### config.mk
export PLATFORM = sky130hd
export DESIGN_NAME = mem_arbiter_flat
export DESIGN_NICKNAME = d
export VERILOG_FILES = /design/src/rtl/mem_arbiter_pkg.sv /design/src/rtl/mem_arbiter_if.sv /design/src/rtl/mem_arb_pick.sv /design/src/rtl/mem_arbiter.sv /design/src/flat_wrapper.sv
export SDC_FILE = /design/constraint.sdc
export NUM_CORES = 2
export LEC_CHECK = 0
export BUFFER_PORTS_ARGS = -buffer_cell sky130_fd_sc_hd__buf_4
export CORE_AREA = 5 5 590 592
export CTS_CLUSTER_SIZE = 14
export DETAILED_ROUTE_END_ITERATION = 12
export DIE_AREA = 0 0 595 597
export PLACE_DENSITY = 0.3
export SLEW_MARGIN = 20
export SYNTH_ARGS = -nofsm -noshare
export SYNTH_HDL_FRONTEND = slang
export SYNTH_HIERARCHICAL = 1
export SYNTH_SLANG_ARGS = --single-unit
### constraint.sdc
create_clock -name clk -period 2.5 [get_ports clk]
set_input_delay 0.5 -clock clk [delete_from_list [all_inputs] [get_ports clk]]
set_output_delay 0.5 -clock clk [all_outputs]
set_load 0.01 [all_outputs]
### src/rtl/mem_arbiter_pkg.sv
// Shared pipeline types for the memory arbiter: source/state enums and bus widths.
package pipeline_types;

  localparam int ADDR_W  = 32;
  localparam int LINE_W  = 256;
  localparam int NUM_SRC = 4;

  // Encoding order is also the default priority and the round-robin rotation order.
  typedef enum logic [1:0] {
    SRC_DC_WR = 2'd0,
    SRC_DC_RD = 2'd1,
    SRC_UC    = 2'd2,
    SRC_IC_RD = 2'd3
  } arb_src_e;

  typedef enum logic [1:0] {
    IDLE  = 2'd0,
    ISSUE = 2'd1,
    WAIT  = 2'd2,
    RESP  = 2'd3
  } arb_state_e;

  function automatic arb_src_e src_of(input logic [NUM_SRC-1:0] gnt);
    arb_src_e s;
    if (gnt[0])      s = SRC_DC_WR;
    else if (gnt[1]) s = SRC_DC_RD;
    else if (gnt[2]) s = SRC_UC;
    else             s = SRC_IC_RD;
    return s;
  endfunction

endpackage

### src/rtl/mem_arbiter_if.sv
// Requester and memory-side signals of the memory arbiter.
// slave = arbiter view, master = requesters plus memory model view.
interface mem_arbiter_if;
  import pipeline_types::*;

  logic              ic_rd_req;
  logic [ADDR_W-1:0] ic_rd_addr;
  logic [LINE_W-1:0] ic_rd_data;
  logic              ic_rd_done;

  logic              dc_rd_req;
  logic [ADDR_W-1:0] dc_rd_addr;
  logic [LINE_W-1:0] dc_rd_data;
  logic              dc_rd_done;

  logic              dc_wr_req;
  logic [ADDR_W-1:0] dc_wr_addr;
  logic [LINE_W-1:0] dc_wr_data;
  logic              dc_wr_done;

  logic              uc_req;
  logic              uc_we;
  logic [ADDR_W-1:0] uc_addr;
  logic [31:0]       uc_wdata;
  logic [3:0]        uc_strb;
  logic [31:0]       uc_rdata;
  logic              uc_done;

  logic              mem_req;
  logic              mem_we;
  logic              mem_uncache;
  logic [ADDR_W-1:0] mem_addr;
  logic [LINE_W-1:0] mem_wdata;
  logic [3:0]        mem_strb;
  logic [LINE_W-1:0] mem_rdata;
  logic              mem_valid;

  modport slave (
    input  ic_rd_req, ic_rd_addr, dc_rd_req, dc_rd_addr,
    input  dc_wr_req, dc_wr_addr, dc_wr_data,
    input  uc_req, uc_we, uc_addr, uc_wdata, uc_strb,
    input  mem_rdata, mem_valid,
    output ic_rd_data, ic_rd_done, dc_rd_data, dc_rd_done, dc_wr_done,
    output uc_rdata, uc_done,
    output mem_req, mem_we, mem_uncache, mem_addr, mem_wdata, mem_strb
  );

  modport master (
    output ic_rd_req, ic_rd_addr, dc_rd_req, dc_rd_addr,
    output dc_wr_req, dc_wr_addr, dc_wr_data,
    output uc_req, uc_we, uc_addr, uc_wdata, uc_strb,
    output mem_rdata, mem_valid,
    input  ic_rd_data, ic_rd_done, dc_rd_data, dc_rd_done, dc_wr_done,
    input  uc_rdata, uc_done,
    input  mem_req, mem_we, mem_uncache, mem_addr, mem_wdata, mem_strb
  );

endinterface

### src/rtl/mem_arb_pick.sv
// Combinational winner selection: the source just after ptr has highest priority,
// ptr itself has lowest. Output is one-hot (all zero when nothing requests).
module mem_arb_pick
  import pipeline_types::*;
(
  input  logic [NUM_SRC-1:0] req,
  input  arb_src_e           ptr,
  output logic [NUM_SRC-1:0] gnt
);

  logic [1:0]         base;
  logic [NUM_SRC-1:0] rot;
  logic [NUM_SRC-1:0] rot_gnt;

  assign base = 2'(ptr) + 2'd1;

  // Rotate so bit 0 is the highest-priority source, take the lowest set bit, rotate back.
  for (genvar gi = 0; gi < NUM_SRC; gi++) begin : g_rot
    assign rot[gi] = req[base + 2'(gi)];
  end

  assign rot_gnt = rot & (~rot + 4'd1);

  for (genvar gi = 0; gi < NUM_SRC; gi++) begin : g_unrot
    assign gnt[gi] = rot_gnt[2'(gi) - base];
  end

endmodule

### src/rtl/mem_arbiter.sv
// Four-source line/word memory arbiter, one transaction in flight at a time.
// Optional MEM_ARB_ROUND_ROBIN_EN: rotate priority after each grant instead of fixed order.
module mem_arbiter
  import pipeline_types::*;
(
  input  logic         clk,
  input  logic         rst,
  mem_arbiter_if.slave bus
);

  arb_state_e         state_reg;
  arb_src_e           src_reg;
  arb_src_e           ptr;
  arb_src_e           win;
  logic [NUM_SRC-1:0] req_vec;
  logic [NUM_SRC-1:0] gnt;

  logic              mem_req_reg;
  logic              mem_we_reg;
  logic              mem_uncache_reg;
  logic [ADDR_W-1:0] mem_addr_reg;
  logic [LINE_W-1:0] mem_wdata_reg;
  logic [3:0]        mem_strb_reg;
  logic [LINE_W-1:0] ic_rd_data_reg;
  logic [LINE_W-1:0] dc_rd_data_reg;
  logic [31:0]       uc_rdata_reg;
  logic              ic_rd_done_reg;
  logic              dc_rd_done_reg;
  logic              dc_wr_done_reg;
  logic              uc_done_reg;

  assign req_vec = {bus.ic_rd_req, bus.uc_req, bus.dc_rd_req, bus.dc_wr_req};

`ifdef MEM_ARB_ROUND_ROBIN_EN
  arb_src_e ptr_reg;
  assign ptr = ptr_reg;
`else
  assign ptr = SRC_IC_RD;
`endif

  mem_arb_pick u_pick (
    .req (req_vec),
    .ptr (ptr),
    .gnt (gnt)
  );

  assign win = src_of(gnt);

  always_ff @(posedge clk) begin
    if (rst) begin
      state_reg       <= IDLE;
      src_reg         <= SRC_IC_RD;
      mem_req_reg     <= 1'b0;
      mem_we_reg      <= 1'b0;
      mem_uncache_reg <= 1'b0;
      mem_addr_reg    <= '0;
      mem_wdata_reg   <= '0;
      mem_strb_reg    <= '0;
      ic_rd_data_reg  <= '0;
      dc_rd_data_reg  <= '0;
      uc_rdata_reg    <= '0;
      ic_rd_done_reg  <= 1'b0;
      dc_rd_done_reg  <= 1'b0;
      dc_wr_done_reg  <= 1'b0;
      uc_done_reg     <= 1'b0;
`ifdef MEM_ARB_ROUND_ROBIN_EN
      ptr_reg         <= SRC_IC_RD;
`endif
    end else begin
      // Pulses default low; each state raises only what it owns.
      mem_req_reg    <= 1'b0;
      ic_rd_done_reg <= 1'b0;
      dc_rd_done_reg <= 1'b0;
      dc_wr_done_reg <= 1'b0;
      uc_done_reg    <= 1'b0;
      case (state_reg)
        IDLE: begin
          if (|req_vec) begin
            src_reg     <= win;
            mem_req_reg <= 1'b1;
            state_reg   <= ISSUE;
            case (win)
              SRC_DC_WR: begin
                mem_addr_reg    <= bus.dc_wr_addr;
                mem_we_reg      <= 1'b1;
                mem_uncache_reg <= 1'b0;
                mem_wdata_reg   <= bus.dc_wr_data;
                mem_strb_reg    <= 4'b0000;
              end
              SRC_DC_RD: begin
                mem_addr_reg    <= bus.dc_rd_addr;
                mem_we_reg      <= 1'b0;
                mem_uncache_reg <= 1'b0;
                mem_strb_reg    <= 4'b0000;
              end
              SRC_UC: begin
                mem_addr_reg    <= bus.uc_addr;
                mem_we_reg      <= bus.uc_we;
                mem_uncache_reg <= 1'b1;
                mem_strb_reg    <= bus.uc_strb;
                if (bus.uc_we) begin
                  mem_wdata_reg <= {{(LINE_W-32){1'b0}}, bus.uc_wdata};
                end
              end
              default: begin
                mem_addr_reg    <= bus.ic_rd_addr;
                mem_we_reg      <= 1'b0;
                mem_uncache_reg <= 1'b0;
                mem_strb_reg    <= 4'b0000;
              end
            endcase
          end
        end
        ISSUE: state_reg <= WAIT;
        WAIT: begin
          if (bus.mem_valid) begin
            state_reg <= RESP;
            case (src_reg)
              SRC_DC_WR: dc_wr_done_reg <= 1'b1;
              SRC_DC_RD: begin
                dc_rd_data_reg <= bus.mem_rdata;
                dc_rd_done_reg <= 1'b1;
              end
              SRC_UC: begin
                if (!mem_we_reg) begin
                  uc_rdata_reg <= bus.mem_rdata[31:0];
                end
                uc_done_reg <= 1'b1;
              end
              default: begin
                ic_rd_data_reg <= bus.mem_rdata;
                ic_rd_done_reg <= 1'b1;
              end
            endcase
          end
        end
        RESP: begin
          state_reg <= IDLE;
`ifdef MEM_ARB_ROUND_ROBIN_EN
          ptr_reg   <= src_reg;
`endif
        end
        default: state_reg <= IDLE;
      endcase
    end
  end

  assign bus.mem_req     = mem_req_reg;
  assign bus.mem_we      = mem_we_reg;
  assign bus.mem_uncache = mem_uncache_reg;
  assign bus.mem_addr    = mem_addr_reg;
  assign bus.mem_wdata   = mem_wdata_reg;
  assign bus.mem_strb    = mem_strb_reg;
  assign bus.ic_rd_data  = ic_rd_data_reg;
  assign bus.dc_rd_data  = dc_rd_data_reg;
  assign bus.uc_rdata    = uc_rdata_reg;
  assign bus.ic_rd_done  = ic_rd_done_reg;
  assign bus.dc_rd_done  = dc_rd_done_reg;
  assign bus.dc_wr_done  = dc_wr_done_reg;
  assign bus.uc_done     = uc_done_reg;

endmodule

### src/flat_wrapper.sv
// flat-port wrapper written by rule: the top's interface ports become plain ports
module mem_arbiter_flat import pipeline_types::*;
  (clk, rst, bus_ic_rd_req, bus_ic_rd_addr, bus_dc_rd_req, bus_dc_rd_addr, bus_dc_wr_req, bus_dc_wr_addr, bus_dc_wr_data, bus_uc_req, bus_uc_we, bus_uc_addr, bus_uc_wdata, bus_uc_strb, bus_mem_rdata, bus_mem_valid, bus_ic_rd_data, bus_ic_rd_done, bus_dc_rd_data, bus_dc_rd_done, bus_dc_wr_done, bus_uc_rdata, bus_uc_done, bus_mem_req, bus_mem_we, bus_mem_uncache, bus_mem_addr, bus_mem_wdata, bus_mem_strb);
  mem_arbiter_if bus_i ();
  input  logic clk;
  input  logic rst;
  input wire logic [$bits(bus_i.ic_rd_req)-1:0] bus_ic_rd_req;
  input wire logic [$bits(bus_i.ic_rd_addr)-1:0] bus_ic_rd_addr;
  input wire logic [$bits(bus_i.dc_rd_req)-1:0] bus_dc_rd_req;
  input wire logic [$bits(bus_i.dc_rd_addr)-1:0] bus_dc_rd_addr;
  input wire logic [$bits(bus_i.dc_wr_req)-1:0] bus_dc_wr_req;
  input wire logic [$bits(bus_i.dc_wr_addr)-1:0] bus_dc_wr_addr;
  input wire logic [$bits(bus_i.dc_wr_data)-1:0] bus_dc_wr_data;
  input wire logic [$bits(bus_i.uc_req)-1:0] bus_uc_req;
  input wire logic [$bits(bus_i.uc_we)-1:0] bus_uc_we;
  input wire logic [$bits(bus_i.uc_addr)-1:0] bus_uc_addr;
  input wire logic [$bits(bus_i.uc_wdata)-1:0] bus_uc_wdata;
  input wire logic [$bits(bus_i.uc_strb)-1:0] bus_uc_strb;
  input wire logic [$bits(bus_i.mem_rdata)-1:0] bus_mem_rdata;
  input wire logic [$bits(bus_i.mem_valid)-1:0] bus_mem_valid;
  output wire logic [$bits(bus_i.ic_rd_data)-1:0] bus_ic_rd_data;
  output wire logic [$bits(bus_i.ic_rd_done)-1:0] bus_ic_rd_done;
  output wire logic [$bits(bus_i.dc_rd_data)-1:0] bus_dc_rd_data;
  output wire logic [$bits(bus_i.dc_rd_done)-1:0] bus_dc_rd_done;
  output wire logic [$bits(bus_i.dc_wr_done)-1:0] bus_dc_wr_done;
  output wire logic [$bits(bus_i.uc_rdata)-1:0] bus_uc_rdata;
  output wire logic [$bits(bus_i.uc_done)-1:0] bus_uc_done;
  output wire logic [$bits(bus_i.mem_req)-1:0] bus_mem_req;
  output wire logic [$bits(bus_i.mem_we)-1:0] bus_mem_we;
  output wire logic [$bits(bus_i.mem_uncache)-1:0] bus_mem_uncache;
  output wire logic [$bits(bus_i.mem_addr)-1:0] bus_mem_addr;
  output wire logic [$bits(bus_i.mem_wdata)-1:0] bus_mem_wdata;
  output wire logic [$bits(bus_i.mem_strb)-1:0] bus_mem_strb;
  assign bus_i.ic_rd_req = bus_ic_rd_req;
  assign bus_i.ic_rd_addr = bus_ic_rd_addr;
  assign bus_i.dc_rd_req = bus_dc_rd_req;
  assign bus_i.dc_rd_addr = bus_dc_rd_addr;
  assign bus_i.dc_wr_req = bus_dc_wr_req;
  assign bus_i.dc_wr_addr = bus_dc_wr_addr;
  assign bus_i.dc_wr_data = bus_dc_wr_data;
  assign bus_i.uc_req = bus_uc_req;
  assign bus_i.uc_we = bus_uc_we;
  assign bus_i.uc_addr = bus_uc_addr;
  assign bus_i.uc_wdata = bus_uc_wdata;
  assign bus_i.uc_strb = bus_uc_strb;
  assign bus_i.mem_rdata = bus_mem_rdata;
  assign bus_i.mem_valid = bus_mem_valid;
  assign bus_ic_rd_data = bus_i.ic_rd_data;
  assign bus_ic_rd_done = bus_i.ic_rd_done;
  assign bus_dc_rd_data = bus_i.dc_rd_data;
  assign bus_dc_rd_done = bus_i.dc_rd_done;
  assign bus_dc_wr_done = bus_i.dc_wr_done;
  assign bus_uc_rdata = bus_i.uc_rdata;
  assign bus_uc_done = bus_i.uc_done;
  assign bus_mem_req = bus_i.mem_req;
  assign bus_mem_we = bus_i.mem_we;
  assign bus_mem_uncache = bus_i.mem_uncache;
  assign bus_mem_addr = bus_i.mem_addr;
  assign bus_mem_wdata = bus_i.mem_wdata;
  assign bus_mem_strb = bus_i.mem_strb;
  mem_arbiter u_core (.clk(clk), .rst(rst), .bus(bus_i));
endmodule
Word level (Yosys, flattened, before mapping)
Index checks and enable logic that the tools add are counted.
{"block": "totals", "out_inout_bits": 843, "register_bits": 847}
{"block": "op_classes", "add_sub_neg": 1, "bitwise_logic": 7, "mux": 17, "n_reduce_logical": 14, "eq_ne": 10}
{"operator": "one-hot mux 256 bit (2 select lines)", "count": 1}
{"operator": "2-to-1 mux 256 bit", "count": 1}
{"operator": "one-hot mux 32 bit (3 select lines)", "count": 1}
{"operator": "== test 2 bit, second input constant", "count": 4}
{"operator": "2-to-1 mux 2 bit", "count": 4}
{"operator": "one-hot mux 2 bit (4 select lines)", "count": 1}
{"operator": "AND reduction 4 bit", "count": 2}
{"operator": "2-to-1 mux 1 bit", "count": 7}
{"operator": "== test 2 x 1 -> 1 bit, second input constant", "count": 3}
{"operator": "zero test 2 bit", "count": 3}
{"operator": "AND reduction 3 bit", "count": 2}
{"operator": "OR reduction 3 bit", "count": 2}
{"operator": "inverter 1 bit", "count": 5}
{"operator": "2-to-1 mux 4 bit", "count": 1}
{"operator": "!= test 2 bit, second input constant", "count": 2}
{"operator": "AND reduction 2 bit", "count": 2}
{"operator": "OR reduction 4 bit", "count": 1}
{"operator": "adder 3 x 1 -> 3 bit, second input constant", "count": 1}
{"operator": "bitwise AND 3 bit", "count": 1}
{"operator": "inverter 3 bit", "count": 1}
{"operator": "!= test 2 x 1 -> 1 bit, second input constant", "count": 1}
{"operator": "one-hot mux 1 bit (2 select lines)", "count": 1}
{"operator": "nonzero test 2 bit", "count": 1}
{"operator": "OR reduction 2 bit", "count": 1}

Logic depth before layout (Yosys ltp)
{"block": "depth", "ltp_word": 9, "ltp_mapped": 9, "depth_no_buf": 7}

By module
Netlist, hierarchy kept.
{"module": "mem_arbiter", "area_each_um2": 30468.0, "n_inst": 1, "cells_each": 3630}
{"module": "mem_arb_pick", "area_each_um2": 110.1, "n_inst": 1, "cells_each": 16}

Worst setup path after synthesis
No wires, ideal clock.
{"block": "synth_path", "path_kind": "input to register", "from": "in bus_dc_rd_req", "to": "reg u_core.mem_wdata_reg[10], in the netlist u_core/bus.mem_wdata[10]", "cell_stages": 9, "setup_slack_ns": 0.520, "arrival_ns": 1.891, "t_required_ns": 2.411, "path_buffers": 3, "path_cell_list": "o21ai_0 > o211a_1 > buf_2 > and3b_1 > o21a_1 > buf_4 > buf_2 > nor2_1 > a311oi_2"}
{"block": "synth_via", "elab_chain_cells": 9, "elab_cells_between_ends": 13}
{"element": "start, declared", "line": "flat_wrapper.sv:9", "rtl": "input wire logic [$bits(bus_i.dc_rd_req)-1:0] bus_dc_rd_req;"}
{"element": "inverter 3 bit (*)", "line": "mem_arb_pick.sv:22", "rtl": "assign rot_gnt = rot & (~rot + 4'd1);"}
{"element": "adder 3 x 1 -> 3 bit (*)", "line": "mem_arb_pick.sv:22"}
{"element": "bitwise AND 3 bit (*)", "line": "mem_arb_pick.sv:22"}
{"element": "via u_core.gnt[2]", "line": "mem_arbiter.sv:16", "rtl": "logic [NUM_SRC-1:0] gnt;"}
{"element": "2-to-1 mux 1 bit (*)", "line": "mem_arbiter_pkg.sv:27", "rtl": "else if (gnt[2]) s = SRC_UC;"}
{"element": "2-to-1 mux 2 bit (*)", "line": "mem_arbiter_pkg.sv:26", "rtl": "else if (gnt[1]) s = SRC_DC_RD;"}
{"element": "2-to-1 mux 2 bit (*)", "line": "mem_arbiter_pkg.sv:25", "rtl": "if (gnt[0]) s = SRC_DC_WR;"}
{"element": "== test 2 bit / zero test 2 bit (equally long branches)", "line": "mem_arbiter.sv:82", "rtl": "case (win)"}
{"element": "!= test 2 bit (no line) / nonzero test 2 bit (equally long branches)"}
{"element": "AND reduction 4 bit (no line)"}
{"element": "end signal, assigned", "line": "mem_arbiter.sv:87", "rtl": "mem_wdata_reg <= bus.dc_wr_data;"}
{"element": "end signal, assigned", "line": "mem_arbiter.sv:102", "rtl": "mem_wdata_reg <= {{(LINE_W-32){1'b0}}, bus.uc_wdata};"}
{"element": "end, declared", "line": "mem_arbiter.sv:22", "rtl": "logic [LINE_W-1:0] mem_wdata_reg;"}
The timed path passes the listed nets; every way through them passes the cells marked *.
A chain may end at the register's enable or synchronous reset.

Worst setup path in the final report
{"block": "layout_path", "from": "reg u_core.state_reg[0]", "to": "reg u_core.mem_wdata_reg[6], in the netlist u_core/bus.mem_wdata[6]"}
{"block": "layout_via", "elab_chain_cells": 2}
{"element": "start, declared", "line": "mem_arbiter.sv:11", "rtl": "arb_state_e state_reg;"}
{"element": "start signal, assigned", "line": "mem_arbiter.sv:51", "rtl": "state_reg <= IDLE;"}
{"element": "start signal, assigned", "line": "mem_arbiter.sv:81", "rtl": "state_reg <= ISSUE;"}
{"element": "start signal, assigned", "line": "mem_arbiter.sv:114", "rtl": "ISSUE: state_reg <= WAIT;"}
{"element": "zero test 2 bit", "line": "mem_arbiter.sv:76", "rtl": "case (state_reg)"}
{"element": "AND reduction 4 bit (no line)"}
Every way passes these cells.

==> metrics.md <==
| Metric | Value |
|---|---|
| Worst Hold Class | `input pin to flip-flop` |
| Vias in the first global route | `roughly 35000` |
| Slew Limit Fails | `0` |
| Vias/cell | `3.43` |
| CP required | `around 3.2 ns` |
| Inserted Clock Buffers | `approximately 120` |
| Synthesis-to-finish area growth | `87.9%` |
| Deepest clock path buffer count | `4` |
| CP Cell Sequence | `inv_1 -> ha_1 -> o41a_2 -> o21a_2 -> buf_12 -> nor2_1 -> a311oi_2` |
| Worst Hold Path EP | `u_core/bus.mem_addr[31]` |
| CTS tree | `done` |
| Die span in x | `just under 600 um` |
| DR WL/cell | `approximately 26 um` |
| RR Endpoint | `u_core/bus.mem_wdata[6]` |
| Nets | `~6300` |
| DRC violations left | `0` |
| Reg-to-reg startpoint | `u_core/state_reg[0]` |
| Avg Cell Area, Syn | `around 8.4 um2` |
| Peak supply drop | `0.533 mV` |
| Fmax | `between 0.4 and 0.5 GHz` |
| Final wirelength | `272 mm` |
| Hold path cells | `3` |
| Core Box Area | `between 300000 and 400000 um2` |
| Fin crit period | `2.26 ns` |
| Non-filler cells in the finished layout | `about 10000` |
| Total number of yosys warnings | `6` |
| CP startpoint kind | `flip-flop` |
| Tot GR Track Use | `~14%` |
| Placed instance area | `around 48000 um2` |
| Worst path max stage delay | `roughly 0.45 ns` |
| Top-level port count | `around 1500` |
| Post-DP HPWL | `227 mm` |
| Row count | `approximately 220` |
| Pwr Total | `between 40 and 50 mW` |
| Post-route clock skew | `0.0869 ns` |
| Actual slew at the worst max-slew pin | `approximately 0.84 ns` |
| Multi-input gate area | `12200 um2` |
| Vias | `between 30000 and 40000` |
| Clock Pin Slew Worst Setup and Hold Paths | `approximately 0.060 ns` |
| Die area | `between 300000 and 400000 um2` |
| Finished layout cell area | `around 57000 um2` |
| WS Path Type | `flip-flop to flip-flop` |
| Pre-CTS setup slack | `-0.0817 ns` |
| CP Data Arrival Time | `roughly 3.0 ns` |
| Commonest non-fill, non-tap cell in the layout | `buf_4` |
| Most frequent cells in the layout | `buf_4, nand2_1, dfxtp_1` |
| Hold Startpoint | `bus_dc_wr_addr[31]` |
| Port bufs | `1526` |
| Number of DRC markers in iteration 0 | `between 2000 and 2500` |
| Crit end category | `flip-flop` |
| Max-Cap Viols | `0` |
| Initial antenna violation count | `188` |
| Leakage power | `approximately 22 nW` |
| H-tree depth | `3` |
| Slew HR | `between 40 and 50%` |
| Count of final setup violators | `0` |
| Post-synthesis cell count | `between 3000 and 4000` |
| Worst R2R Path Depth | `7` |
| Total clock sinks | `847` |
| Tcrit/Tclk final | `between 90% and 100%` |
| Slowest-stage cell, CP | `ha_1` |
| First-pass GRT wire length | `about 350 mm` |
| Root buf cell | `clkbuf_16` |
| Pin count of the biggest net entering global routing | `103` |
| Endpoints failing hold | `0` |
| TritonRoute pass-1 iters | `5` |
| Worst Setup Slack, final | `between 0.2 and 0.25 ns` |
| Overflow after GRT | `0` |
| Sequential Area | `approximately 17000 um2` |
| RSZ-0062 raised after global routing | `no` |
| Placed insts | `9517` |
| Fillers | `38800` |
| Synth Cell Area | `between 30000 and 40000 um2` |
| Antenna viol nets, final | `0` |
| Skew-Pair Late Insertion Delay | `0.87 ns` |
| Layout cell share with drive strength beyond 1 | `32.4%` |
| Crit Path Max Fanout | `between 40 and 50` |
| Post-CTS Setup Bufs | `0` |
| Placer Congestion | `between 0.8 and 0.9` |
| Initial Utilization | `8.93%` |
| Status | `finished clean` |
| Power per Cell Area | `764 nW/um2` |
| Die height | `between 500 and 600 um` |
| Register-to-register setup slack | `between 0.2 and 0.25 ns` |
## report_power, final
part,switching (mW),total (mW),internal [mW]
registers,0.900,15.7,14.8
clock network,7.02,17.2,10.1
logic,6.71,11.1,4.36
total,14.6,43.9,29.2
## timing repair
action | CTS | global route
gates resized for setup | 0 | 0
hold endpoints to repair | 816 | 0
hold buffers | 565 | 0
## worst max path at each step
stage | cells past startpoint | slack [ns] | startpoint | end
after floorplan | 9 | 0.52 | bus_dc_rd_req | u_core/bus.mem_wdata[10]
after global placement | 8 | -0.12 | bus_dc_rd_req | u_core/bus.mem_addr[23]
after detailed placement | 8 | -0.08 | bus_dc_rd_req | u_core/bus.mem_addr[23]
after CTS | 7 | 0.23 | u_core/state_reg[0] | u_core/bus.mem_wdata[6]
after global routing | 7 | 0.13 | u_core/state_reg[0] | u_core/bus.dc_rd_data[199]
final | 7 | 0.24 | u_core/state_reg[0] | u_core/bus.mem_wdata[6]
## layout make-up
class / instances / area share, %
Antenna cell: 68 / 0.296
Clock buffer: 175 / 5.90
Clock inverter: 36 / 0.813
Inverter: 4 / 0.0262
Multi-Input combinational cell: 2472 / 21.2
Sequential cell: 847 / 29.5
Tap cell: 4557 / 9.93
Timing Repair Buffer: 2202 / 32.3
## through the flow
stage          setup TNS [ns]  utilization (%)  hold WS (ns)
4_1_cts                     0             16.7       0.00374
3_5_place_dp           -0.151             14.0         0.447
6_report                    0             16.8         0.126
5_1_grt                     0             16.8        0.0577
2_1_floorplan               0                -         0.475
3_3_place_gp           -0.211             14.0         0.442
## worst max-delay path, delay by kind of cell, from the launching register on
family | cells | cell delay [ns]
DFF | 1 | 0.31
AOI/OAI and AO/OA | 3 | 0.90
adders and majority gates | 1 | 0.45
buffers and inverters | 2 | 0.35
and+or+nand+nor | 1 | 0.09
## per-layer routing
metal | vias to the layer above | GRT usage, % | part of all wire (%) | wire length, um
met5 | - | 0 | 0.18 | 497
met4 | 84 | 4.07 | 3.4 | 9330
met3 | 450 | 4.85 | 7.9 | 21600
met2 | 1527 | 26.9 | 51 | 140000
met1 | 17100 | 15.6 | 37 | 101000
li1 | 16400 | - | - | -
Power figures use the tool's default switching activity.
